File: src/rtl/snn_pkg.sv
// Shared types and sizing helpers for the spiking-neuron datapath blocks.
// The neuron block reuses sum_width so both ends agree on accumulator size.
package snn_pkg;

  typedef enum logic [1:0] {
    IDLE = 2'd0,
    SCAN = 2'd1,
    DONE = 2'd2
  } state_e;

  // Width that holds num * (2^width - 1) without overflow.
  function automatic int sum_width(input int num, input int width);
    return width + $clog2(num);
  endfunction

endpackage

File: src/rtl/synapse_accumulator.sv
// Scans the weight store once per start request and sums the weights of every
// synapse that spiked, then offers the total downstream over valid/ready.
module synapse_accumulator
  import snn_pkg::*;
#(
  parameter int NUM_SYNAPSES = 100,
  parameter int WIDTH_P      = 8,
  parameter int ADDR_W       = (NUM_SYNAPSES > 1) ? $clog2(NUM_SYNAPSES) : 1,
  parameter int SUM_W        = sum_width(NUM_SYNAPSES, WIDTH_P)
) (
  input  logic                    clk_i,
  input  logic                    rst_ni,
  input  logic                    start_i,
  input  logic [NUM_SYNAPSES-1:0] spikes_i,
  output logic                    busy_o,
  output logic                    weight_rd_o,
  output logic [ADDR_W-1:0]       weight_addr_o,
  input  logic [WIDTH_P-1:0]      weight_data_i,
  output logic [SUM_W-1:0]        sum_o,
  output logic                    valid_o,
  input  logic                    ready_i
);

  localparam logic [ADDR_W-1:0] LAST_ADDR = ADDR_W'(NUM_SYNAPSES - 1);

  state_e                  state_r;
  logic [NUM_SYNAPSES-1:0] spikes_r;
  logic [SUM_W-1:0]        acc_r;
  logic [ADDR_W-1:0]       addr_r;
  logic                    rd_r;
  logic                    pipe_vld_r;
  logic [ADDR_W-1:0]       pipe_idx_r;
  logic [SUM_W-1:0]        sum_r;
  logic                    valid_r;
  logic                    busy_r;

  logic [SUM_W-1:0]        addend_s;
  logic [SUM_W-1:0]        acc_next_s;
  logic                    last_beat_s;

  // Gate the returning read data with the spike bit of the index it belongs to.
  always_comb begin
    addend_s    = {SUM_W{1'b0}};
    last_beat_s = 1'b0;
    if (pipe_vld_r) begin
      if (spikes_r[pipe_idx_r]) begin
        addend_s = SUM_W'(weight_data_i);
      end else begin
        addend_s = {SUM_W{1'b0}};
      end
      last_beat_s = (pipe_idx_r == LAST_ADDR);
    end else begin
      addend_s    = {SUM_W{1'b0}};
      last_beat_s = 1'b0;
    end
    acc_next_s = acc_r + addend_s;
  end

  // Scan FSM: address counter, one-stage read pipeline and result register.
  always_ff @(posedge clk_i or negedge rst_ni) begin
    if (!rst_ni) begin
      state_r    <= IDLE;
      spikes_r   <= {NUM_SYNAPSES{1'b0}};
      acc_r      <= {SUM_W{1'b0}};
      addr_r     <= {ADDR_W{1'b0}};
      rd_r       <= 1'b0;
      pipe_vld_r <= 1'b0;
      pipe_idx_r <= {ADDR_W{1'b0}};
      sum_r      <= {SUM_W{1'b0}};
      valid_r    <= 1'b0;
      busy_r     <= 1'b0;
    end else begin
      case (state_r)
        IDLE: begin
          if (start_i) begin
            spikes_r   <= spikes_i;
            acc_r      <= {SUM_W{1'b0}};
            addr_r     <= {ADDR_W{1'b0}};
            rd_r       <= 1'b1;
            pipe_vld_r <= 1'b0;
            busy_r     <= 1'b1;
            state_r    <= SCAN;
          end
        end
        SCAN: begin
          // Data for the address presented this cycle is absorbed next edge.
          pipe_vld_r <= rd_r;
          pipe_idx_r <= addr_r;
          if (rd_r) begin
            if (addr_r == LAST_ADDR) begin
              rd_r <= 1'b0;
            end else begin
              addr_r <= addr_r + ADDR_W'(1);
            end
          end
          acc_r <= acc_next_s;
          if (last_beat_s) begin
            sum_r   <= acc_next_s;
            valid_r <= 1'b1;
            state_r <= DONE;
          end
        end
        DONE: begin
          if (ready_i) begin
            valid_r <= 1'b0;
            busy_r  <= 1'b0;
            state_r <= IDLE;
          end
        end
        default: begin
          rd_r       <= 1'b0;
          pipe_vld_r <= 1'b0;
          valid_r    <= 1'b0;
          busy_r     <= 1'b0;
          state_r    <= IDLE;
        end
      endcase
    end
  end

  assign busy_o        = busy_r;
  assign weight_rd_o   = rd_r;
  assign weight_addr_o = addr_r;
  assign sum_o         = sum_r;
  assign valid_o       = valid_r;

endmodule

File: config.mk
export PLATFORM = sky130hd
export DESIGN_NAME = synapse_accumulator
export DESIGN_NICKNAME = d
export VERILOG_FILES = /design/src/rtl/snn_pkg.sv /design/src/rtl/synapse_accumulator.sv
export SDC_FILE = /design/constraint.sdc
export NUM_CORES = 1
export LEC_CHECK = 0
export ABC_AREA = 0
export ABC_CLOCK_PERIOD_IN_PS = 6590
export BUFFER_PORTS_ARGS = -buffer_cell sky130_fd_sc_hd__buf_2
export CORE_MARGIN = 2
export CORE_UTILIZATION = 45
export CTS_BUF_LIST = sky130_fd_sc_hd__clkbuf_8
export DETAILED_ROUTE_END_ITERATION = 6
export MAX_ROUTING_LAYER = met4
export PLACE_DENSITY = 0.71
export SLEW_MARGIN = 10
export SYNTH_ARGS = -nofsm -noshare
export SYNTH_HDL_FRONTEND = slang
export SYNTH_SLANG_ARGS = --single-unit
File: constraint.sdc
create_clock -name clk_i -period 6.59 [get_ports clk_i]
set_input_delay 1.977 -clock clk_i [delete_from_list [all_inputs] [get_ports clk_i]]
set_output_delay 1.977 -clock clk_i [all_outputs]
set_load 0.01 [all_outputs]
; Word level (Yosys, flattened, before mapping)
; Cells that the tools add are included.
[word_totals]
ff_bits = 150
inputBits = 112
output_inout_bits = 25
elab_cells = 60
[classes]
n_addsub = 2
order_cmp = 1
eq_ne = 9
muxes = 25
bitwise_logic = 3
n_reduce_logical = 10
[op_table]
columns = op, n
row1 = $mux W15, 2
row2 = $pmux W15 S2, 1
row3 = $mux W7, 3
row4 = $add A15 B15 Y15, 1
row5 = $eq A7 B7 Y1 const B, 2
row6 = $pmux W7 S2, 1
row7 = $pmux W1 S3, 4
row8 = $ne A2 B2 Y1 const B, 5
row9 = $reduce_and A3 Y1, 3
row10 = $lt A7 B8 Y1 const B, 1
row11 = $mux W1, 8
row12 = $mux W8, 1
row13 = $reduce_and A2 Y1, 4
row14 = $add A7 B1 Y7 const B, 1
row15 = $bmux W1 S7, 1
row16 = $mux W2, 3
row17 = $pmux W2 S3, 1
row18 = $reduce_and A4 Y1, 1
row19 = $not A1 Y1, 3
row20 = $eq A2 B1 Y1 const B, 1
row21 = $eq A2 B2 Y1 const B, 1
row22 = $logic_not A2 Y1, 1
row23 = $reduce_bool A2 Y1, 1

; Depth between registers and ports, before layout
[depth]
ltp_word = 6
mapped_depth = 20
depth_no_buf = 17

; Worst setup path before layout
; OpenSTA, ideal clock, no wires.
[synth_timing]
path_kind = input port to flip-flop
startpoint = in weight_data_i[0]
endpoint = reg sum_r[14], in the netlist sum_o[14]
setup_ps = 135
arrival_ps = 3786
t_required_ps = 6455
slack_ps = 2670
cell_stages = 11
n_path_buf = 0
cell_sequence = and2_4 -> ha_1 -> inv_1 -> fa_1 -> nor2b_1 -> o21ai_0 -> a21boi_0 -> o21ai_0 -> a211oi_1 -> xnor2_1 -> o21ai_0
[synth_via]
elab_chain_cells = 3
[synth_rtl]
columns = item, line_no
row1 = "start, declared", synapse_accumulator.sv:18  ; input logic [WIDTH_P-1:0] weight_data_i,
row2 = $mux W8, synapse_accumulator.sv:46  ; if (spikes_r[pipe_idx_r]) begin
row3 = $mux W15, synapse_accumulator.sv:45  ; if (pipe_vld_r) begin
row4 = $add A15 B15 Y15, synapse_accumulator.sv:56  ; acc_next_s = acc_r + addend_s;
row5 = "end signal, assigned", synapse_accumulator.sv:69  ; sum_r <= {SUM_W{1'b0}};
row6 = "end signal, assigned", synapse_accumulator.sv:98  ; sum_r <= acc_next_s;
row7 = "end, declared", synapse_accumulator.sv:33  ; logic [SUM_W-1:0] sum_r;
; Every way passes these cells.
; A chain may end at the register's enable or synchronous reset.

; Final worst setup path
[layout_timing]
startpoint = reg pipe_idx_r[0]
endpoint = reg sum_r[14], in the netlist sum_o[14]
[layout_via]
elab_chain_cells = 5
elab_cells_between_ends = 8
cone_classes = 1 x add/sub / 1 x eq/ne / 5 x mux / 1 x reduce/logical
[layout_rtl]
columns = item, line_no
row1 = "start, declared", synapse_accumulator.sv:32  ; logic [ADDR_W-1:0] pipe_idx_r;
row2 = "start signal, assigned", synapse_accumulator.sv:68  ; pipe_idx_r <= {ADDR_W{1'b0}};
row3 = "start signal, assigned", synapse_accumulator.sv:88  ; pipe_idx_r <= addr_r;
row4 = $bmux W1 S7, synapse_accumulator.sv:46
row5 = $mux W1 (implied by the code), synapse_accumulator.sv:46
row6 = $mux W8, synapse_accumulator.sv:46
row7 = $mux W15, synapse_accumulator.sv:45
row8 = $add A15 B15 Y15, synapse_accumulator.sv:56
; Several ways; a longest one is shown, not always the timed one. The select of a mux whose other input is x is not followed.

==> results.sh <==
export IMPL_post_route_period_util=0.742
export IMPL_final_area_sq_um=8340
export IMPL_hold_end="sum_o[12]"
export IMPL_r2r_slack_ns=1.70
export IMPL_max_slew_margin_rel=0.322
export IMPL_dp_hpwl_mm=11.9
export IMPL_ir_drop_uv=162
export IMPL_rsz0062_at_grt="no"
export IMPL_grt_pass1_vias=5756
export IMPL_fp_row_count=46
export IMPL_cts_root_buffer="clkbuf_8"
export IMPL_p_per_area_nw_per_um2=390
export IMPL_timing_rr_end="sum_o[14]"
export IMPL_hold_depth=2
export IMPL_synth_flop_cell="dfrtp_1"
export IMPL_synthAdderAreaFrac=0.0185
export IMPL_cts_made_buffers=17
export IMPL_wl_per_cell_um=14.8
export IMPL_criticalPathCategory="reg -> reg"
export IMPL_place_gp_congestion=0.856
export IMPL_syn_avg_cell_area_sq_um=9.21
export IMPL_drv_cap=0
export IMPL_hp_class="reg -> reg"
export IMPL_power_leakage_nw=4.25
export IMPL_startpoint="pipe_idx_r[0]"
export IMPL_synth_top_family_by_area="simple AND/OR/NAND/NOR gates"
export IMPL_num_antenna_cells=0
export IMPL_arrival_ns=5.19
export IMPL_yosysWarningCount=0
export IMPL_synth_xor_area_share=0.0207
export IMPL_cts_repair_resized=0
export IMPL_cts_tree="yes"
export IMPL_cts_sinks=150
export IMPL_muxShareOfSynthArea=0.0856
export IMPL_grt_start_max_net_pins=112
export IMPL_die_area_sq_um=17000
export IMPL_synth_edf_count=0
export IMPL_fin_util=0.531
export IMPL_hp_start="sum_o[12]"
export IMPL_timing_rr_start="pipe_idx_r[0]"
export IMPL_antenna_found_initial=0
export IMPL_grt_pass1_wl_mm=28.0
export IMPL_io_buffers=136
export IMPL_fmax_mhz=204
export IMPL_final_common_cell="nand2_1"
export IMPL_clockBufferDepth=2
export IMPL_wirelength_mm=16.7
export IMPL_place_area_sq_um=8010
export IMPL_cts_setup_buffers=0
export IMPL_drcViolationCount=0
export IMPL_nFillCells=1442
export IMPL_ys_seq_elements=150
export IMPL_h_tree_depth=4
export IMPL_period_minus_slack_ns=4.89
export IMPL_ioPinCount=137
export IMPL_clkSlewWorstSetupHoldPaths_ns=0.07
export IMPL_die_h_um=130
export IMPL_synth_area_sq_um=7180
export IMPL_reg2reg_depth=17
export IMPL_hold_viol=0
export IMPL_final_cell_mix="nand2_1 (356), dfrtp_1 (149), buf_2 (135), o21ai_0 (37), mux4_2 (21)"
export IMPL_setup_viol=0
export IMPL_synthesis_nets=901
export IMPL_postRouteAntennaNets=0
export IMPL_clk_latency_ns=0.46
export IMPL_die_x_um=130
export IMPL_crit_path_end_kind="flop"
export IMPL_tightestPinTransition_ns=1.02
export IMPL_final_setup_skew_ns=0.0120
export IMPL_nets=1020
export IMPL_worstSetupStartpointType="flop"
export IMPL_grt_usage=0.220
export IMPL_vias_per_cell=5.02
export IMPL_firstDrtPassIters=6
export IMPL_final_setup_tns_ns=0
export IMPL_via_count=5661
export IMPL_start_util=0.457
export IMPL_drtIter0Drc=336
export IMPL_synth_compound_area_frac=0.0755
export IMPL_cp_max_fo=24
export IMPL_async_reset_ff_frac=1.00
export IMPL_drv_slew=0
export IMPL_ys_types=50
export IMPL_grt_overflow=0
export IMPL_drive_gt1_frac=0.227
export IMPL_core_area_sq_um=15700
export IMPL_hold_buffers=0
export IMPL_ys_seq_area_frac=0.523
export IMPL_outcome="completed"
export IMPL_crit_required_ns=6.89
export IMPL_synth_cells=779
export IMPL_syn_to_final_growth_pct=16.2
export IMPL_synth_simple_area_share=0.247
report_power, final:
| part | internal [mW] | switching, mW |
|---|---|---|
| Combinational | 0.588 | 0.576 |
| Sequential | 1.20 | 0.283 |
| Clock | 0.270 | 0.337 |
area by class of cell:
cell class	instances	area, sq um	share of cell area
inverters	8	30.0	0.00360
flip-flops and latches	150	3750	0.450
repair buffers	142	732	0.0878
multi-input cells	579	3220	0.386
clock inverters	13	68.8	0.00825
well taps	216	270	0.0324
clock buffers	19	262	0.0314
cell families after synthesis:
group | after synthesis
AOI/OAI and AO/OA | 86
xor gates and xnor gates | 17
adders and majority gates | 10
buffers and inverters | 50
DFF | 150
muxes | 35
and+or+nand+nor | 431
worst max-delay path, cell delays in order (launching register included):
cell	delay, ns
dfrtp_2	0.87
or3b_2	0.56
o22ai_1	0.19
a2111oi_2	0.09
a32oi_1	0.25
a41o_1	0.19
and3_1	0.41
and2_4	0.21
ha_1	0.15
inv_1	0.05
fa_1	0.40
nor2b_1	0.13
o21ai_0	0.10
a21boi_0	0.17
o21ai_0	0.24
a211oi_1	0.47
xnor2_1	0.16
o21ai_0	0.08
sequential cells by signal (all words and copies together) (netlist names):
signal,count
spikes_r,100
acc_r,15
sum_o,15
pipe_idx_r,7
weight_addr_o,7
state_r,2
busy_o,1
pipe_vld_r,1
valid_o,1
weight_rd_o,1
per-stage QoR:
step	hold WS (ns)	setup WS [ns]	std cells	power, mW
finish	0.473	1.70	1127	3.25
global route	0.499	1.27	1127	3.51
CTS	0.477	1.68	1127	3.28
detailed placement	0.458	1.68	1095	2.67
global placement	0.455	1.85	1095	2.62
floorplan	0.440	2.67	779	2.35
per-layer routing:
layer / wire (um) / track usage / vias up / share of wire
li1: - / - / 2808 / -
met1: 7600 / 0.282 / 2681 / 0.45
met2: 8020 / 0.352 / 144 / 0.48
met3: 768 / 0.0455 / 28 / 0.046
met4: 336 / 0.0721 / 0 / 0.020
met5: 0 / - / - / 0
Yosys cell counts, types with 2 or more instances:
library cell,instances,area share
o21a_1,3,0.0031
a21oi_1,12,0.0084
ha_1,9,0.016
clkbuf_1,27,0.014
nor3b_1,2,0.0021
inv_1,8,0.0042
mux2i_1,13,0.018
a21o_1,4,0.0042
o21bai_1,2,0.0021
buf_6,3,0.0047
a22oi_1,6,0.0063
nor2b_1,7,0.0061
buf_1,8,0.0042
nand4_1,2,0.0017
xnor2_1,10,0.012
a2111oi_2,2,0.0042
and2_4,8,0.0098
o22ai_1,4,0.0035
nand2_1,356,0.19
nand2b_1,7,0.0061
buf_2,4,0.0028
o21ai_0,37,0.026
nand3_1,13,0.0091
a31oi_1,3,0.0026
xor2_1,7,0.0085
mux4_2,21,0.066
nor2_1,18,0.0094
dfrtp_1,150,0.52
o31a_1,2,0.0024
nor3_1,7,0.0049
a211oi_1,5,0.0052
how the worst max path moves through the flow:
| stage | slack [ns] | endpoint | cells after the start |
|---|---|---|---|
| after floorplan | 2.67 | sum_o[14] | 11 |
| after global placement | 1.85 | sum_o[14] | 16 |
| after detailed placement | 1.68 | sum_o[14] | 17 |
| after CTS | 1.68 | sum_o[14] | 17 |
| after global routing | 1.27 | sum_o[14] | 17 |
| final | 1.70 | sum_o[14] | 17 |
Note: power is estimated with default switching activity, not from simulation.
